==> config.mk <==
export PLATFORM = sky130hd
export DESIGN_NAME = rv_fetch_icache
export DESIGN_NICKNAME = d
export VERILOG_FILES = /design/src/rtl/rv_icache_pkg.sv /design/src/rtl/rv_icache_data_ram.sv /design/src/rtl/rv_fetch_icache.sv
export SDC_FILE = /design/constraint.sdc
export NUM_CORES = 2
export LEC_CHECK = 0
export CAP_MARGIN = 15
export CORE_MARGIN = 3
export CORE_UTILIZATION = 50
export CTS_CLUSTER_DIAMETER = 100
export CTS_CLUSTER_SIZE = 12
export DETAILED_ROUTE_END_ITERATION = 12
export PLACE_DENSITY = 0.69
export SLEW_MARGIN = 25
export SYNTH_ARGS = -nofsm -noshare
export SYNTH_HDL_FRONTEND = slang
export SYNTH_HIERARCHICAL = 1
export SYNTH_SLANG_ARGS = --single-unit
==> constraint.sdc <==
create_clock -name i_clk -period 4.15 [get_ports i_clk]
set_input_delay 0.83 -clock i_clk [delete_from_list [all_inputs] [get_ports i_clk]]
set_output_delay 0.83 -clock i_clk [all_outputs]
set_load 0.1 [all_outputs]
==> src/rtl/rv_icache_pkg.sv <==
// Shared types and helpers for the direct-mapped fetch instruction cache.
package rv_icache_pkg;

  typedef enum logic {
    IDLE,
    REFILL
  } icache_state_t;

  localparam int unsigned DEFAULT_LINE_WORDS_BITS = 2;
  localparam int unsigned LINE_WORDS = 1 << DEFAULT_LINE_WORDS_BITS;

  function automatic int unsigned tag_bits(input int unsigned addr_bits,
                                           input int unsigned line_words_bits,
                                           input int unsigned index_bits);
    return addr_bits - 2 - line_words_bits - index_bits;
  endfunction

  function automatic int unsigned line_words(input int unsigned line_words_bits);
    return 1 << line_words_bits;
  endfunction

endpackage

==> src/rtl/rv_icache_data_ram.sv <==
// Instruction cache data array: one write port, one read port with a registered output.
module rv_icache_data_ram
  import rv_icache_pkg::*;
#(
  parameter int unsigned ADDR_BITS = 6,
  parameter int unsigned DATA_BITS = 32
) (
  input  logic                 i_clk,
  input  logic                 i_reset_n,
  input  logic                 i_we,
  input  logic [ADDR_BITS-1:0] i_waddr,
  input  logic [DATA_BITS-1:0] i_wdata,
  input  logic                 i_re,
  input  logic [ADDR_BITS-1:0] i_raddr,
  output logic [DATA_BITS-1:0] o_rdata
);

  localparam int unsigned DEPTH = 1 << ADDR_BITS;

  logic [DATA_BITS-1:0] mem_q [DEPTH];

  always_ff @(posedge i_clk) begin
    if (i_we) begin
      mem_q[i_waddr] <= i_wdata;
    end
  end

  // Output register holds the last read until the next read enable.
  always_ff @(posedge i_clk or negedge i_reset_n) begin
    if (!i_reset_n) begin
      o_rdata <= '0;
    end else if (i_re) begin
      o_rdata <= mem_q[i_raddr];
    end
  end

endmodule

==> src/rtl/rv_fetch_icache.sv <==
// Direct-mapped read-only instruction cache with sequential line refill and fence.i flush.
// Optional hit/miss statistics outputs are enabled by defining RV_ICACHE_STATS_EN.
module rv_fetch_icache
  import rv_icache_pkg::*;
#(
  parameter int unsigned IADDR_SPACE_BITS = 16,
  parameter int unsigned LINE_WORDS_BITS  = DEFAULT_LINE_WORDS_BITS,
  parameter int unsigned INDEX_BITS       = 4
) (
  input  logic                        i_clk,
  input  logic                        i_reset_n,
  input  logic [IADDR_SPACE_BITS-1:0] i_addr,
  input  logic                        i_cyc,
  output logic                        o_ack,
  output logic [31:0]                 o_instruction,
  input  logic                        i_invalidate,
  output logic [IADDR_SPACE_BITS-1:0] o_mem_addr,
  output logic                        o_mem_cyc,
  input  logic                        i_mem_ack,
  input  logic [31:0]                 i_mem_data
`ifdef RV_ICACHE_STATS_EN
  ,
  output logic [31:0]                 o_hit_count,
  output logic [31:0]                 o_miss_count
`endif
);

  localparam int unsigned TAG_BITS      = tag_bits(IADDR_SPACE_BITS, LINE_WORDS_BITS, INDEX_BITS);
  localparam int unsigned NUM_LINES     = 1 << INDEX_BITS;
  localparam int unsigned LWORDS        = line_words(LINE_WORDS_BITS);
  localparam int unsigned CNT_BITS      = LINE_WORDS_BITS + 1;
  localparam int unsigned LINE_BITS     = TAG_BITS + INDEX_BITS;
  localparam int unsigned RAM_ADDR_BITS = INDEX_BITS + LINE_WORDS_BITS;

  icache_state_t state_q, state_d;

  logic [NUM_LINES-1:0] valid_q, valid_d;
  logic [TAG_BITS-1:0]  tag_q [NUM_LINES];
  logic [LINE_BITS-1:0] line_base_q;
  logic [CNT_BITS-1:0]  issue_cnt_q;
  logic [CNT_BITS-1:0]  ret_cnt_q;
  logic                 ret_pend_q;
  logic                 discard_q;

  logic [LINE_WORDS_BITS-1:0] req_off;
  logic [INDEX_BITS-1:0]      req_idx;
  logic [TAG_BITS-1:0]        req_tag;
  logic [INDEX_BITS-1:0]      fill_idx;
  logic [TAG_BITS-1:0]        fill_tag;
  logic                       lookup_hit;
  logic                       hit;
  logic                       miss;
  logic                       mem_cyc;
  logic                       fill_done;
  logic                       unused_addr_bits;

  assign req_off  = i_addr[2 +: LINE_WORDS_BITS];
  assign req_idx  = i_addr[2 + LINE_WORDS_BITS +: INDEX_BITS];
  assign req_tag  = i_addr[IADDR_SPACE_BITS-1 -: TAG_BITS];
  assign fill_idx = line_base_q[INDEX_BITS-1:0];
  assign fill_tag = line_base_q[LINE_BITS-1 -: TAG_BITS];

  assign unused_addr_bits = ^i_addr[1:0];

  assign lookup_hit = valid_q[req_idx] && (tag_q[req_idx] == req_tag);

  always_comb begin
    state_d   = state_q;
    hit       = 1'b0;
    miss      = 1'b0;
    mem_cyc   = 1'b0;
    fill_done = 1'b0;
    unique case (state_q)
      IDLE: begin
        if (i_cyc) begin
          if (lookup_hit) begin
            hit = 1'b1;
          end else begin
            miss    = 1'b1;
            state_d = REFILL;
          end
        end
      end
      REFILL: begin
        // Issue counter MSB set means every word of the line has been requested.
        mem_cyc = ~issue_cnt_q[CNT_BITS-1];
        if (ret_pend_q && (ret_cnt_q == CNT_BITS'(LWORDS - 1))) begin
          fill_done = 1'b1;
          state_d   = IDLE;
        end
      end
      default: state_d = IDLE;
    endcase
  end

  always_comb begin
    valid_d = valid_q;
    if (miss) begin
      valid_d[req_idx] = 1'b0;
    end
    if (fill_done && !discard_q && !i_invalidate) begin
      valid_d[fill_idx] = 1'b1;
    end
    if (i_invalidate) begin
      valid_d = '0;
    end
  end

  assign o_ack      = hit;
  assign o_mem_cyc  = mem_cyc;
  assign o_mem_addr = mem_cyc ? {line_base_q, issue_cnt_q[LINE_WORDS_BITS-1:0], 2'b00} : '0;

  always_ff @(posedge i_clk or negedge i_reset_n) begin
    if (!i_reset_n) begin
      state_q     <= IDLE;
      valid_q     <= '0;
      line_base_q <= '0;
      issue_cnt_q <= '0;
      ret_cnt_q   <= '0;
      ret_pend_q  <= 1'b0;
      discard_q   <= 1'b0;
    end else begin
      state_q    <= state_d;
      valid_q    <= valid_d;
      ret_pend_q <= mem_cyc & i_mem_ack;
      if (miss) begin
        line_base_q <= {req_tag, req_idx};
        issue_cnt_q <= '0;
        ret_cnt_q   <= '0;
      end else begin
        if (mem_cyc && i_mem_ack) begin
          issue_cnt_q <= issue_cnt_q + 1'b1;
        end
        if (ret_pend_q) begin
          ret_cnt_q <= ret_cnt_q + 1'b1;
        end
      end
      if (state_q == REFILL) begin
        if (fill_done) begin
          discard_q <= 1'b0;
        end else if (i_invalidate) begin
          discard_q <= 1'b1;
        end
      end
    end
  end

  // Tag array is not reset; the valid bits alone qualify its contents.
  always_ff @(posedge i_clk) begin
    if (fill_done) begin
      tag_q[fill_idx] <= fill_tag;
    end
  end

  rv_icache_data_ram #(
    .ADDR_BITS(RAM_ADDR_BITS),
    .DATA_BITS(32)
  ) u_data_ram (
    .i_clk    (i_clk),
    .i_reset_n(i_reset_n),
    .i_we     (ret_pend_q),
    .i_waddr  ({fill_idx, ret_cnt_q[LINE_WORDS_BITS-1:0]}),
    .i_wdata  (i_mem_data),
    .i_re     (hit),
    .i_raddr  ({req_idx, req_off}),
    .o_rdata  (o_instruction)
  );

`ifdef RV_ICACHE_STATS_EN
  logic [31:0] hit_count_q;
  logic [31:0] miss_count_q;

  always_ff @(posedge i_clk or negedge i_reset_n) begin
    if (!i_reset_n) begin
      hit_count_q  <= '0;
      miss_count_q <= '0;
    end else begin
      if (hit && (hit_count_q != 32'hFFFF_FFFF)) begin
        hit_count_q <= hit_count_q + 32'd1;
      end
      if (miss && (miss_count_q != 32'hFFFF_FFFF)) begin
        miss_count_q <= miss_count_q + 32'd1;
      end
    end
  end

  assign o_hit_count  = hit_count_q;
  assign o_miss_count = miss_count_q;
`endif

endmodule
Yosys cells after proc, flatten, opt, wreduce, memory -nomap -nowiden

Memories as Yosys holds them, arrays and structs flattened. A register that Yosys moved wholly into a read port is not among the register bits.
Cells that the tools add are included.
W data, S select, Z words.

Word-level logic and storage cells: 68
Bits of input ports: 53
Latch bits: 0
Register bits: 37
Memories kept: 2
RAM bits: 2176
Bits in read-only memories: 0
Output and inout bits: 50

Multiply operators: 0
Multiplexer cells: 31
Equal/unequal tests: 2
Add/sub/neg operators: 2
Shifts and indexed selects: 0
Divide/modulo/power cells: 0
Reductions and logical operators: 14
Order comparisons: 4
Bitwise logic cells: 6

Memory list:

| name             | depth | bits a word | read ports | clocked after memory_dff | wr ports | RTL line                 | source |
|---|---|---|---|---|---|---|---|
| u_data_ram.mem_q | 64    | 32          | 1          | 1                        | 1        | rv_icache_data_ram.sv:20 | `logic [DATA_BITS-1:0] mem_q [DEPTH];` |
| tag_q            | 16    | 8           | 1          | 0                        | 1        | rv_fetch_icache.sv:38    | `logic [TAG_BITS-1:0] tag_q [NUM_LINES];` |

Operator list:

| kind                  | count |
|---|---|
| $mux W16              | 4 |
| $mux W1               | 19 |
| $and A16 B16 Y16      | 1 |
| $not A16 Y16          | 1 |
| $or A16 B16 Y16       | 1 |
| $mux W3               | 4 |
| $lt A4 B5 Y1 const B  | 2 |
| $demux W1 S4          | 2 |
| $eq A8 B8 Y1          | 1 |
| $ge A4 B1 Y1 const B  | 2 |
| $logic_and A1 B1 Y1   | 7 |
| $add A3 B1 Y3 const B | 2 |
| $reduce_bool A2 Y1    | 3 |
| $bmux W1 S4           | 1 |
| $eq A3 B2 Y1 const B  | 1 |
| $logic_not A1 Y1      | 3 |
| $not A1 Y1            | 2 |
| $pmux W1 S2           | 1 |
| $reduce_and A2 Y1     | 1 |
| $and A1 B1 Y1         | 1 |

Logic depth before layout (Yosys ltp)

Depth in word-level cells: 10
Gate-level depth with buffers: 18
Gate-level depth less buffers: 13

Modules after synthesis

Netlist, hierarchy kept.

Modules (own cells, without submodules):

| module             | cells each | times used | area each (um2) |
|---|---|---|---|
| rv_icache_data_ram | 3843       | 1          | 79990.5 |
| rv_fetch_icache    | 433        | 1          | 7088.0 |

Worst setup path after synthesis

OpenSTA, ideal clock, no wires.

Path kind: in2reg
Start point: in i_addr[5]
End point: reg u_data_ram.o_rdata[30] (read register of u_data_ram.mem_q)
Required time: 4008 ps
Data arrival time: 5470 ps
Stages: 18
Setup time: 142 ps
Slack: -1462 ps
Path through: buf_6 buf_2 buf_2 mux4_2 a22oi_1 nand2_1 xnor2_1 o2111ai_1 or3_1 buf_2 buf_6 nor2_1 nor2b_1 a21oi_1 o221ai_1 or4_1 o22ai_1 o221ai_1

Word-level cells in the longest chain between the ends: 6
Elaborated cells between the ends (all ways): 8
Classes of those cells: eq/ne: 1; mux: 5; reduce/logical: 1; memory: 1

Ends and longest elaborated chain:

| what                                                 | RTL line                 | source |
|---|---|---|
| from (decl)                                          | rv_fetch_icache.sv:12    | `input logic [IADDR_SPACE_BITS-1:0] i_addr,` |
| $mem_v2 Z16 W8 / $bmux W1 S4 (equally long branches) | n/a                      |  |
| $eq A8 B8 Y1 / $mux W1 (equally long branches)       | rv_fetch_icache.sv:65    | `assign lookup_hit = valid_q[req_idx] && (tag_q[req_idx] == req_tag);` |
| $logic_and A1 B1 Y1 (*)                              | rv_fetch_icache.sv:65    |  |
| $mux W1 (*)                                          | rv_fetch_icache.sv:76    | `if (lookup_hit) begin` |
| $mux W1 (*)                                          | rv_fetch_icache.sv:75    | `if (i_cyc) begin` |
| $mux W1 (*)                                          | rv_fetch_icache.sv:73    | `unique case (state_q)` |
| net o_ack                                            | rv_fetch_icache.sv:14    | `output logic o_ack,` |
| to (decl)                                            | rv_icache_data_ram.sv:15 | `output logic [DATA_BITS-1:0] o_rdata` |

The timed path passes the listed nets; every way through them passes the cells marked *. The select of a mux whose other input is x is not followed.
A chain may end at the register's enable or synchronous reset.

Worst setup path after layout

Start point: mem tag_q[3][3] (netlist bit)
End point: out o_ack

Word-level cells in the longest chain between the ends: 6

Ends and longest elaborated chain:

| what                | RTL line |
|---|---|
| from (decl)         | rv_fetch_icache.sv:38 |
| $mem_v2 Z16 W8      | n/a |
| $eq A8 B8 Y1        | rv_fetch_icache.sv:65 |
| $logic_and A1 B1 Y1 | rv_fetch_icache.sv:65 |
| $mux W1             | rv_fetch_icache.sv:76 |
| $mux W1             | rv_fetch_icache.sv:75 |
| $mux W1             | rv_fetch_icache.sv:73 |
| to (decl)           | rv_fetch_icache.sv:14 |

Every way passes these cells.

==> reports/metrics.cfg <==
[status]
status=finished, violations left
violations=negative setup slack

[routing]
via_count_of_the_routed_design=44392
drt_iter0_markers=5645
postRouteAntennaNets=0
routed_wl_um=213000
detail_route.vias_per_cell=6.21
wl_per_cell_um=29.9
initial_drt_pass_iterations=5
drc=0

[logic_synthesis]
mappedNetlistArea_sq_um=87100
synth_seq_area_share_pct=77.0
post_synth_and_or_nand_nor_area_fraction_pct=3.05
synthDistinctLibCells=59
synth_fa_ha_area_share_pct=0.0431
synth-edff-count=2176
synth_xor_area_share_pct=0.101
synth-seq-cells=2245
postSynthCellCount=4276
synth_warnings=6
synthesis.area_per_instance_sq_um=20.4
main_combinational_cell_family_by_area_after_synthesis=multiplexers
synth.area.mux_share_pct=15.3
synth-compound-area-share_pct=2.95
async_reset_ff_share_pct=3.07
most_common_flop_cell_mapped_by_yosys=sky130_fd_sc_hd__edfxtp_1

[clocking]
clock_transition_time_at_the_flip_flop_clock_pins_of_the_worst_setup_and_hold_paths_ns=0.06
worst_skew_pair.late_latency_ns=0.86
tritoncts.num_buffers=205
h-tree-depth=4
tritoncts_clock_tree=built
clock_path_buffers=3
clock_tree_sinks=2245
cts-root-buf=sky130_fd_sc_hd__clkbuf_16

[global_route]
wire_length_of_the_first_global_routing_pass_um=311000
globalRouteOverflowTotal=0
grt_start_max_net_pins=133
grt_usage_pct=23.8
grt_antenna_before_repair=8
first_global_vias=43953

[floorplan]
die_y_um=423
initial_utilization_pct=50.5
core_area_sq_um=172000
rows=152
die-area_sq_um=179000
die_x_extent_um=423
count_of_pins_on_the_block_boundary=103

[timing]
unrepaired_setup_endpoints_after_global_routing=true
fin_worst_hold_slack_ns=0.415
worst_pin_slew_ns=1.04
drv_slew=0
fin_crit_sh_pct=101
fmax_ghz=0.239
layout_setup_ws_ns=-0.0398
final.setup_skew_ns=0.0804
fin_crit_ns=4.19
report.final.hold_viol_count=0
worst_slew_margin_rel_pct=30.9
setup-violations-final=1

[final_layout]
areaGrowthSynthToFinish_pct=14.3
fin_cells=7145
fill_cell_instance_count_of_the_final_layout=12545
num-nets-final=4785
drive_above_1_share_pct=25.8
multiInputGateArea_sq_um=19300
regArea_sq_um=67100

[placed_design]
gp_congestion=0.857
cell_count_after_placement=6829
io_buffer_count=98
place_hpwl_um=126000

[setup_path]
worst-endpoint-arrival_ns=3.36
start_kind=flop
r2r-end=u_data_ram/o_rdata[20]
cp_max_fo=2
startpoint_of_the_lowest_slack_register_to_register_path=tag_q[3][3]
worst_ep_required_time_ns=3.32
ff2ff_path_depth=15
worst-setup-path-type=reg2out
critPathCaptureType=primary output
ff2ff_setup_slack_ns=0.15

[hold_path]
timing.hold.worst.class=in2reg
hold_start=i_mem_data[17]
timing.hold.worst_endpoint=u_data_ram/mem_q[52][17]
worstHoldPathCells=1

[power_and_ir_drop]
power_density_nw_per_um2=479
irDropWorstVdd_mv=0.697
leakage_nw=32.6

[flow_run]
drv_cap=0

==> Yosys cell counts (all sizes together) (33+ instances only) <==
| cell | instances | area [sq um] |
|---|---|---|
| nor2 | 250 | 938 |
| edfxtp | 2176 | 65300 |
| o221ai | 33 | 289 |
| mux4 | 378 | 8540 |
| nand2 | 47 | 176 |
| clkbuf | 98 | 369 |
| o22ai | 98 | 613 |
| mux2i | 348 | 3480 |
| mux2 | 115 | 1330 |
| a21oi | 113 | 566 |
| nor2b | 106 | 663 |
| buf | 147 | 915 |
| dfrtp | 69 | 1730 |
| a211oi | 63 | 473 |
| nor4 | 62 | 388 |
==> worst max-delay path, stage by stage (launching register included) <==
cell and delay, ns:
sky130_fd_sc_hd__edfxtp_1 0.36, sky130_fd_sc_hd__mux4_2 0.48, sky130_fd_sc_hd__mux2i_2 0.17, sky130_fd_sc_hd__xnor2_1 0.10, sky130_fd_sc_hd__nor4b_2 0.35, sky130_fd_sc_hd__o2111ai_2 0.19
sky130_fd_sc_hd__or3_4 0.44, sky130_fd_sc_hd__nor2_4 0.11, sky130_fd_sc_hd__buf_12 0.12, sky130_fd_sc_hd__buf_16 0.16
==> report_power, final <==
group	total [W]	switching (W)	leakage (nW)	internal (W)
Combinational	0.00429	0.00292	9.27	0.00138
Sequential	0.0262	0.000509	20.5	0.0257
Clock	0.0172	0.00802	2.80	0.00916
==> state kept, by name (all words and copies together), names as in the netlist <==
| signal | cells |
|---|---|
| u_data_ram/mem_q | 2048 |
| valid_q | 16 |
| discard_q | 1 |
| state_q | 1 |
| ret_pend_q | 1 |
| line_base_q | 12 |
| ret_cnt_q | 3 |
| tag_q | 128 |
| issue_cnt_q | 3 |
| u_data_ram/o_rdata | 32 |
==> logic make-up after synthesis <==
| logic type | count (synthesis) |
|---|---|
| multiplexers | 841 |
| XOR/XNOR | 10 |
| adder cells (fa/ha/maj) | 3 |
| AO/OA/AOI/OAI | 386 |
| other | 1 |
| flip-flops | 2245 |
| AND/OR/NAND/NOR | 540 |
| buffers and inverters | 250 |
==> placed cells by master (no fill, tap or decap), drive strengths merged, types with 4 or more instances in the layout <==
cell,instances
a211oi,63
o221ai,33
clkdlybuf4s50,43
edfxtp,2176
nor2,250
nand3,11
nor3,12
xnor2,6
nand3b,5
buf,446
mux2,115
nand2b,8
a22oi,13
nor4,62
xor2,4
a31oi,17
mux2i,348
diode,4
a21oi,113
dfrtp,69
inv,11
clkbuf,293
and2,16
nand2,47
nor2b,106
clkinv,10
o22ai,98
o32ai,31
mux4,378
or3,5
==> cell type report <==
| type | instances | share of cell area, % |
|---|---|---|
| clock inverters | 16 | 0.397 |
| well taps | 2310 | 2.90 |
| clock buffers | 293 | 5.51 |
| diodes | 4 | 0.0101 |
| multi-input cells | 1782 | 19.4 |
| repair buffers | 490 | 4.38 |
| inverters | 5 | 0.0189 |
| flip-flops and latches | 2245 | 67.4 |
==> worst max path at each step <==
stage,from,to,slack (ns),cells past startpoint
after floorplan,i_addr[4],u_data_ram/o_rdata[30],-0.30,17
after global placement,i_addr[5],u_data_ram/o_rdata[30],-0.29,17
after detailed placement,i_addr[5],u_data_ram/o_rdata[30],-0.31,17
after CTS,tag_q[8][3],o_ack,-0.1,9
after global routing,tag_q[3][3],o_ack,-0.14,9
final,tag_q[3][3],o_ack,-0.04,9
==> per-layer routing <==
| metal | up-vias | track usage [%] | share of wire (%) |
|---|---|---|---|
| met1 | 23531 | 35.4 | 41 |
| met3 | 293 | 4.64 | 9.3 |
| met2 | 2117 | 36.5 | 47 |
| met5 | - | 0 | 0.0061 |
| li1 | 18449 | - | - |
| met4 | 2 | 5.89 | 2.3 |
==> per-stage QoR <==
step / cell area, sq um / power, W / util [%] / TNS, ns / setup slack (ns)
finish: 99500 / 0.0477 / 57.8 / -0.0398 / -0.0398
global route: 99500 / 0.0491 / 57.8 / -0.144 / -0.144
CTS: 99500 / 0.0479 / 57.7 / -0.0979 / -0.0979
detailed placement: 93500 / 0.0309 / 54.3 / -6.36 / -0.314
global placement: 93500 / 0.0308 / 54.3 / -5.10 / -0.288
floorplan: 87200 / 0.0289 / - / -7.02 / -0.304
==> what timing repair did <==
| item | CTS | global route |
|---|---|---|
| hold buffers | 1 | 0 |
| pin swaps | 5 | 2 |
| hold endpoints to repair | 6 | 0 |
| setup buffers | 2 | 0 |
| setup endpoints to repair | 1 | 14 |
| gates resized for setup | 4 | 1 |
Power figures use the tool's default switching activity.
